## src/rtl/uart_pkg.sv

```systemverilog
// Shared UART definitions: receiver FSM states, oversampling constants and
// the baud-tick divider calculation.
package uart_pkg;

  typedef enum logic [2:0] {
    ST_IDLE  = 3'd0,
    ST_START = 3'd1,
    ST_DATA  = 3'd2,
    ST_STOP  = 3'd3,
    ST_BREAK = 3'd4
  } rx_state_e;

  localparam int OVERSAMPLE  = 16;
  localparam int MID_SAMPLE  = 7;
  localparam int LAST_SAMPLE = 15;

  function automatic int calc_div(input int clk_freq, input int baud);
    return clk_freq / (baud * OVERSAMPLE);
  endfunction

endpackage

```

## src/rtl/sync_fifo.sv

```systemverilog
// Show-ahead synchronous FIFO: the head entry is presented on pop_data while
// not empty; a push into a full FIFO is accepted only alongside a pop.
module sync_fifo #(
  parameter int WIDTH = 8,
  parameter int DEPTH = 16
) (
  input  logic                   clk,
  input  logic                   rst,
  input  logic                   push,
  input  logic [WIDTH-1:0]       push_data,
  input  logic                   pop,
  output logic [WIDTH-1:0]       pop_data,
  output logic                   full,
  output logic                   empty,
  output logic [$clog2(DEPTH):0] count
);

  localparam int AW = $clog2(DEPTH);
  localparam logic [AW:0] FULL_CNT = (AW+1)'(DEPTH);

  logic [WIDTH-1:0] mem_q [DEPTH];
  logic [AW-1:0]    wr_ptr_q, wr_ptr_d;
  logic [AW-1:0]    rd_ptr_q, rd_ptr_d;
  logic [AW:0]      count_q, count_d;
  logic             push_ok, pop_ok;

  assign empty    = (count_q == '0);
  assign full     = (count_q == FULL_CNT);
  assign count    = count_q;
  assign pop_data = empty ? '0 : mem_q[rd_ptr_q];

  always_comb begin
    pop_ok   = pop && !empty;
    push_ok  = push && (!full || pop_ok);
    wr_ptr_d = wr_ptr_q;
    rd_ptr_d = rd_ptr_q;
    count_d  = count_q;
    if (push_ok) wr_ptr_d = wr_ptr_q + 1'b1;
    if (pop_ok)  rd_ptr_d = rd_ptr_q + 1'b1;
    case ({push_ok, pop_ok})
      2'b10:   count_d = count_q + 1'b1;
      2'b01:   count_d = count_q - 1'b1;
      default: count_d = count_q;
    endcase
  end

  always_ff @(posedge clk) begin
    if (rst) begin
      wr_ptr_q <= '0;
      rd_ptr_q <= '0;
      count_q  <= '0;
    end else begin
      wr_ptr_q <= wr_ptr_d;
      rd_ptr_q <= rd_ptr_d;
      count_q  <= count_d;
    end
  end

  // Storage carries data only, so it is left out of reset.
  always_ff @(posedge clk) begin
    if (push_ok) mem_q[wr_ptr_q] <= push_data;
  end

endmodule

```

## src/rtl/uart_rx_fifo.sv

```systemverilog
// 8N1 UART receiver with 16x oversampling feeding a show-ahead byte FIFO,
// plus sticky overrun / framing-error flags.
module uart_rx_fifo
  import uart_pkg::*;
#(
  parameter int CLK_FREQ   = 50000000,
  parameter int BAUD       = 115200,
  parameter int FIFO_DEPTH = 16
) (
  input  logic                        clk,
  input  logic                        rst,
  input  logic                        rxd,
  input  logic                        rd_en,
  input  logic                        err_clr,
  output logic                        rx_valid,
  output logic [7:0]                  rd_data,
  output logic [$clog2(FIFO_DEPTH):0] rx_count,
  output logic                        overrun,
  output logic                        frame_err
);

  localparam int DIV = calc_div(CLK_FREQ, BAUD);
  localparam int DW  = (DIV > 1) ? $clog2(DIV) : 1;
  localparam logic [DW-1:0] DIV_LAST = DW'(DIV - 1);

  rx_state_e   state_q;
  logic [1:0]  sync_q;
  logic [DW-1:0] div_cnt_q;
  logic [3:0]  sample_cnt_q;
  logic [2:0]  bit_idx_q;
  logic [7:0]  shreg_q;
  logic        push_q;
  logic        overrun_q, overrun_d;
  logic        frame_err_q, frame_err_d;

  logic        rxs, tick, stop_bad, ovf_evt;
  logic        fifo_full, fifo_empty;

  assign rxs  = sync_q[1];
  assign tick = (div_cnt_q == DIV_LAST);

  // Receiver: two-flop synchroniser, tick divider and frame FSM.
  always_ff @(posedge clk) begin
    if (rst) begin
      sync_q       <= 2'b11;
      state_q      <= ST_IDLE;
      div_cnt_q    <= '0;
      sample_cnt_q <= '0;
      bit_idx_q    <= '0;
      push_q       <= 1'b0;
    end else begin
      sync_q    <= {sync_q[0], rxd};
      push_q    <= 1'b0;
      div_cnt_q <= tick ? '0 : div_cnt_q + 1'b1;
      case (state_q)
        ST_IDLE: begin
          if (!rxs) begin
            state_q      <= ST_START;
            sample_cnt_q <= '0;
            div_cnt_q    <= '0;
          end
        end
        ST_START: begin
          if (tick) begin
            if (sample_cnt_q == 4'(MID_SAMPLE)) begin
              sample_cnt_q <= '0;
              bit_idx_q    <= '0;
              state_q      <= rxs ? ST_IDLE : ST_DATA;
            end else begin
              sample_cnt_q <= sample_cnt_q + 1'b1;
            end
          end
        end
        ST_DATA: begin
          if (tick) begin
            sample_cnt_q <= sample_cnt_q + 1'b1;
            if (sample_cnt_q == 4'(LAST_SAMPLE)) begin
              shreg_q <= {rxs, shreg_q[7:1]};
              if (bit_idx_q == 3'd7) state_q <= ST_STOP;
              else                   bit_idx_q <= bit_idx_q + 1'b1;
            end
          end
        end
        ST_STOP: begin
          if (tick) begin
            sample_cnt_q <= sample_cnt_q + 1'b1;
            if (sample_cnt_q == 4'(LAST_SAMPLE)) begin
              push_q  <= rxs;
              state_q <= rxs ? ST_IDLE : ST_BREAK;
            end
          end
        end
        ST_BREAK: begin
          // Hold off until the line returns high so a break is not re-read as a start.
          if (rxs) state_q <= ST_IDLE;
        end
        default: state_q <= ST_IDLE;
      endcase
    end
  end

  always_comb begin
    stop_bad    = (state_q == ST_STOP) && tick &&
                  (sample_cnt_q == 4'(LAST_SAMPLE)) && !rxs;
    ovf_evt     = push_q && fifo_full && !(rd_en && rx_valid);
    frame_err_d = frame_err_q;
    overrun_d   = overrun_q;
    if (err_clr) begin
      frame_err_d = 1'b0;
      overrun_d   = 1'b0;
    end
    if (stop_bad) frame_err_d = 1'b1;
    if (ovf_evt)  overrun_d   = 1'b1;
  end

  always_ff @(posedge clk) begin
    if (rst) begin
      frame_err_q <= 1'b0;
      overrun_q   <= 1'b0;
    end else begin
      frame_err_q <= frame_err_d;
      overrun_q   <= overrun_d;
    end
  end

  assign frame_err = frame_err_q;
  assign overrun   = overrun_q;
  assign rx_valid  = !fifo_empty;

  sync_fifo #(
    .WIDTH (8),
    .DEPTH (FIFO_DEPTH)
  ) u_fifo (
    .clk       (clk),
    .rst       (rst),
    .push      (push_q),
    .push_data (shreg_q),
    .pop       (rd_en),
    .pop_data  (rd_data),
    .full      (fifo_full),
    .empty     (fifo_empty),
    .count     (rx_count)
  );

endmodule

```

## config.mk

```make
export PLATFORM = sky130hd
export DESIGN_NAME = uart_rx_fifo
export DESIGN_NICKNAME = d
export VERILOG_FILES = /design/src/rtl/uart_pkg.sv /design/src/rtl/sync_fifo.sv /design/src/rtl/uart_rx_fifo.sv
export SDC_FILE = /design/constraint.sdc
export NUM_CORES = 1
export LEC_CHECK = 0
export CAP_MARGIN = 10
export CORE_ASPECT_RATIO = 0.7
export CORE_MARGIN = 2
export CORE_UTILIZATION = 35
export DETAILED_ROUTE_END_ITERATION = 6
export GPL_TIMING_DRIVEN = 0
export PLACE_DENSITY = 0.62
export SLEW_MARGIN = 20
export SYNTH_ARGS = -nofsm -noshare
export SYNTH_HDL_FRONTEND = slang
export SYNTH_SLANG_ARGS = --single-unit
```

## constraint.sdc

```tcl
create_clock -name clk -period 3.1 [get_ports clk]
set_input_delay 0.465 -clock clk [delete_from_list [all_inputs] [get_ports clk]]
set_output_delay 0.465 -clock clk [all_outputs]
set_load 0.005 [all_outputs]
```

---- Word-level counts from Yosys, hierarchy flattened ----
Memory sizes are Yosys's and may differ from the RTL's. A register that Yosys moved wholly into a read port is not among the register bits.
Cells that the tools add are included.
cells by class
  $lt $le $gt $ge ......................... 0
  bitwise operators ....................... 4
  add/sub/neg operators ................... 7
  shift-type cells ........................ 0
  muxes and demuxes ....................... 35
  divide/modulo/power cells ............... 0
  reductions and logical operators ........ 25
  $mul .................................... 0
  equal/unequal tests ..................... 22
operator list
  cell                 count
  $mux 3               15
  $mux 4               6
  $ne 2x2->1 const B   10
  $mux 5               3
  $pmux 3 s5           1
  $add 4x1->4 const B  3
  $pmux 4 s3           1
  $add 5x1->5 const B  2
  $eq 5x5->1 const B   2
  $pmux 5 s2           1
  $reduce_and 9->1     1
  $mux 8               1
  $reduce_and 4->1     2
  $reduce_bool 2->1    4
  $logic_and 1x1->1    7
  $eq 3x2->1 const B   2
  $eq 3x3->1 const B   2
  $pmux 3 s2           1
  $reduce_and 6->1     1
  $logic_not 5->1      1
  $mux 1               5
  $sub 5x1->5 const B  1
  $eq 4x3->1 const B   1
  $eq 4x4->1 const B   1
  13 further kinds     19
storage, ports and cells
  word-level logic and storage cells ...... 106
  output and inout bits ................... 16
  ROM bits ................................ 0
  memories ................................ 1
  register bits after elaboration ......... 41
  memory bits (writable) .................. 128
  latch bits .............................. 0
memory list
  memory        words  bits a word  read ports  clocked after memory_dff  wr ports  line             source
  u_fifo.mem_q  16     8            1           1                         1         sync_fifo.sv:21  logic [WIDTH-1:0] mem_q [DEPTH];

---- Longest topological paths before layout ----
  word-level depth ........................ 7
  gate-level depth with buffers ........... 10
  depth with buffers taken out ............ 8

---- Cells and area by module ----
From an unflattened synthesis, not the netlist that was laid out.
unflattened totals
  cell total of the unflattened synthesis .. 462
  area total of the unflattened synthesis .. 7241.9 um2
by module, submodules not included
  module        cells each  seq. area each (um2)  instances  area an instance (um2)
  sync_fifo     333         4184.0                1          5969.5
  uart_rx_fifo  129         640.6                 1          1272.5

---- Worst setup path before layout ----
OpenSTA, ideal clock, no wires.
  kind .................................... register to register
  start ................................... reg u_fifo.count_q[1], in the netlist u_fifo.count[1]
  end ..................................... reg u_fifo.count_q[4], in the netlist u_fifo.count[4]
  data arrival time ....................... 2.378 ns
  library setup time ...................... 0.086 ns
  buffers on the path ..................... 2
  cell stages (with the launch flop) ...... 11
  clock period less this slack ............ 2.463 ns
  path slack .............................. 0.637 ns
  cells stage by stage .................... dfxtp_1 buf_6 or4_4 buf_6 o21ai_4 xnor2_1 ha_1 nor4b_1 nand3_1 a22o_1 a211oi_1
between the ends
  longest elaborated chain between the ends .. 7
  elaborated cells between the ends (all ways) .. 13
  those cells by class .................... add/sub (2); eq/ne (3); mux (1); reduce/logical (7)
RTL lines
  item                                             line             source
  from (decl)                                      sync_fifo.sv:24  logic [AW:0] count_q, count_d;
  from (signal assigned)                           sync_fifo.sv:55  count_q <= count_d;
  $logic_not 5->1                                  sync_fifo.sv:27  assign empty = (count_q == '0);
  $logic_not 1->1                                  sync_fifo.sv:33  pop_ok = pop && !empty;
  $logic_and 1x1->1                                sync_fifo.sv:33
  $logic_or 1x1->1                                 sync_fifo.sv:34  push_ok = push && (!full || pop_ok);
  $logic_and 1x1->1                                sync_fifo.sv:34
  $eq 2x1->1 or $eq 2x2->1 (tied branches)         sync_fifo.sv:40  case ({push_ok, pop_ok})
  $pmux 5 s2 or $reduce_bool 2->1 (tied branches)  -
Several ways; a longest one is shown, not always the timed one.
A chain may end at the register's enable or synchronous reset.

==> results.py <==
metrics = {
    "detailed_routing": {
        "wirelength_um": 14500,
        "avgRoutedWirePerCell_um": 19.0,
        "firstDrtPassIters": 5,
        "drc": 0,
        "final_antenna_net_count": 0,
        "vias": 3924,
        "first_iter_violations": 413,
        "vias_per_cell": 5.14,
    },
    "clock_network": {
        "cts_hold_buf": 0,
        "postCtsResizedCells": 8,
        "h-tree-depth": 4,
        "post_cts_buffers": 0,
        "cts_sinks": 173,
        "cts_root_buffer": "clkbuf_16",
        "cts_made_buffers": 17,
        "cts.clk_slew.worst_paths_ps": 70,
        "clock_latency_ps": 440,
        "cts_buffer_depth": 2,
        "cts_tree": "yes",
    },
    "worst_setup_path": {
        "required_ps": 2630,
        "r2r-end": "u_fifo.count[4]",
        "endpoint_kind": "primary output",
        "reg2reg_depth": 9,
        "path_class": "reg2out",
        "r2r-start": "u_fifo.count[0]",
        "cp.arrival_ps": 2510,
        "cp_max_fo": 10,
        "regToRegSetupSlack_ps": 460,
        "worst_setup_path_start_kind": "flop",
    },
    "job": {
        "drv_cap": 0,
    },
    "sta": {
        "tightest_slew_ps": 809,
        "clock.fmax_mhz": 336,
        "hold_violations": 0,
        "setup_viol": 0,
        "fin_crit_ps": 2970,
        "slew_violations": 0,
        "fin_setup_tns_ps": 0,
        "maxSlewHeadroom_pct": 45.9,
        "rsz0062_at_grt": "false",
        "min_period_over_period_pct": 96.0,
        "skew_ps": 14.9,
    },
    "placed_design": {
        "dp.cells": 734,
        "numPortBuffers": 20,
        "dpl.hpwl_um": 9690,
        "gp_congestion": 0.833,
    },
    "die": {
        "io_pins": 21,
        "start_util_pct": 35.8,
        "rows": 43,
        "die_h_um": 123,
        "core_mm2": 0.0199,
        "dieArea_mm2": 0.0215,
        "die_width_um": 174,
    },
    "global_route": {
        "grt_usage_pct": 14.5,
        "grt-ovfl-total": 0,
        "use_met2_pct": 21.4,
        "grt_pass1_wl_um": 22800,
        "grt-busiest-layer": "met2",
        "grt_max_degree": 19,
        "grt_antenna_before_repair": 0,
        "grt_pass1_vias": 3896,
        "grt_use_met1_pct": 20.8,
        "use_met3_pct": 4.09,
    },
    "synth": {
        "synth_edf_count": 136,
        "synth.net_count": 455,
        "synth_seq_cells": 173,
        "yosys.area.top_type_share_pct": 57.5,
        "synth_warnings": 0,
        "syn_inst": 439,
        "synthArstFlopShare_pct": 0,
        "yosysTopAreaCell": "edfxtp_1",
        "synth_cell_types": 54,
        "synth_flop_cell": "edfxtp_1",
        "synth_area_mm2": 0.00710,
        "avgSynthCellArea_um2": 16.2,
        "netlist_top_cells_area": "edfxtp_1 (57%), dfxtp_1 (10%), mux4_2 (10%)",
        "ys_seq_area_share_pct": 67.9,
    },
    "layout": {
        "drive_gt1_share_pct": 19.2,
        "multi_input_area_mm2": 0.00218,
        "register_area_mm2": 0.00483,
        "instances_no_fill": 764,
        "area_growth_pct": 16.8,
        "final_common_cell": "edfxtp_1",
        "layout.nets": 497,
        "post-route-util_pct": 41.8,
        "mostFrequentLayoutCells": "edfxtp_1 (136), dfxtp_1 (36), mux4_2 (32), nor2_1 (31), clkdlybuf4s50_1 (20)",
        "diodes": 0,
        "fillers": 1761,
    },
    "power": {
        "power_density_mw_per_mm2": 683,
        "ir_drop_mv": 0.364,
        "p_leak_nw": 2.61,
    },
    "min_path": {
        "holdPathStages": 1,
        "holdPathEnd": "sync_q[1]",
        "hp-start": "sync_q[0]",
        "worstHoldPathType": "reg2reg",
    },
    "run_status": {
        "status": "complete, no violations",
    },
}
## where the power goes
group          internal [mW]  switching, mW
Sequential              2.50         0.0655
Combinational          0.569          0.489
Clock                   1.07          0.981
## Yosys cell counts, types with 2 or more instances
cell type    n
edfxtp_1   136
dfxtp_1     37
mux4_2      32
nor2_1      31
mux2i_1     19
a21oi_1     14
clkbuf_1    14
and2_1      11
ha_1        11
inv_1       10
nand3_1     10
nand2_1      9
nor2b_1      8
o22ai_1      8
xor2_1       7
nand2b_1     6
nor4_1       6
o21ai_0      6
nor3_1       5
o211ai_1     5
nor3b_1      4
buf_2        3
nand3b_1     3
o2111ai_1    3
xnor2_1      3
a2111oi_0    2
and3_1       2
buf_1        2
buf_6        2
mux2_2       2
nand4_1      2
o21ai_4      2
or2_2        2
or4_1        2
## through the flow
stage                     power, mW  cell area (µm²)  worst slack [ps]  hold slack [ps]
final                          5.67             8300               125              422
after global routing           5.92             8300              17.1              453
after CTS                      5.72             8290              18.4              431
after detailed placement       3.66             7710              93.0              405
after global placement         3.64             7640              -281              402
after floorplan                3.29             7100               637              389
## critical path, cell delays in order, from the launching register on
cell	delay (ps)
dfxtp_1	500
clkbuf_2	360
mux4_2	390
mux2i_1	240
o22ai_1	120
clkdlybuf4s50_1	470
## state kept, by name, summed over array words and instances (netlist names), named ones only
register / count
sample_cnt_q: 4
push_q: 1
u_fifo.wr_ptr_q: 4
u_fifo.rd_ptr_q: 4
u_fifo.mem_q: 128
bit_idx_q: 3
shreg_q: 8
u_fifo.count: 5
sync_q: 2
frame_err: 1
overrun: 1
state_q: 3
div_cnt_q: 5
## cells by family after synthesis
logic type                 Yosys count  synth area share (%)
DFF                                173                  67.9
and+or+nand+nor                    107                  8.37
muxes                               54                  13.3
AOI/OAI and AO/OA                   53                  5.30
buffers and inverters               31                  1.90
adders and majority gates           11                  1.94
xor gates and xnor gates            10                  1.23
## area by class of cell
cell class	instances	share of cell area [%]
Buffer	19	1.37
Clock buffer	17	5.13
Clock inverter	15	1.79
Inverter	10	0.452
Multi-Input combinational cell	235	26.2
Sequential cell	173	58.1
Tap cell	270	4.07
Timing Repair Buffer	25	2.83
## per-layer routing
layer  routed length [µm]  vias up  part of all wire [%]
li1                     -     1817                     -
met2                 6510      120                    45
met4                  159        0                   1.1
met1                 7050     1972                    49
met3                  784       15                   5.4
met5                    0        -                     0
## how the worst max path moves through the flow
stage               startpoint                 end  slack, ps  cells after the start
4_1_cts        u_fifo.count[1]          rd_data[7]         20                      7
3_5_place_dp              flop          rd_data[4]         90                      6
3_3_place_gp             rd_en  u_fifo.mem_q[3][7]       -280                      4
6_report                  flop          rd_data[4]        130                      5
5_1_grt                   flop          rd_data[7]         20                      5
2_1_floorplan  u_fifo.count[1]     u_fifo.count[4]        640                     10
(Power assumes the default switching activity.)
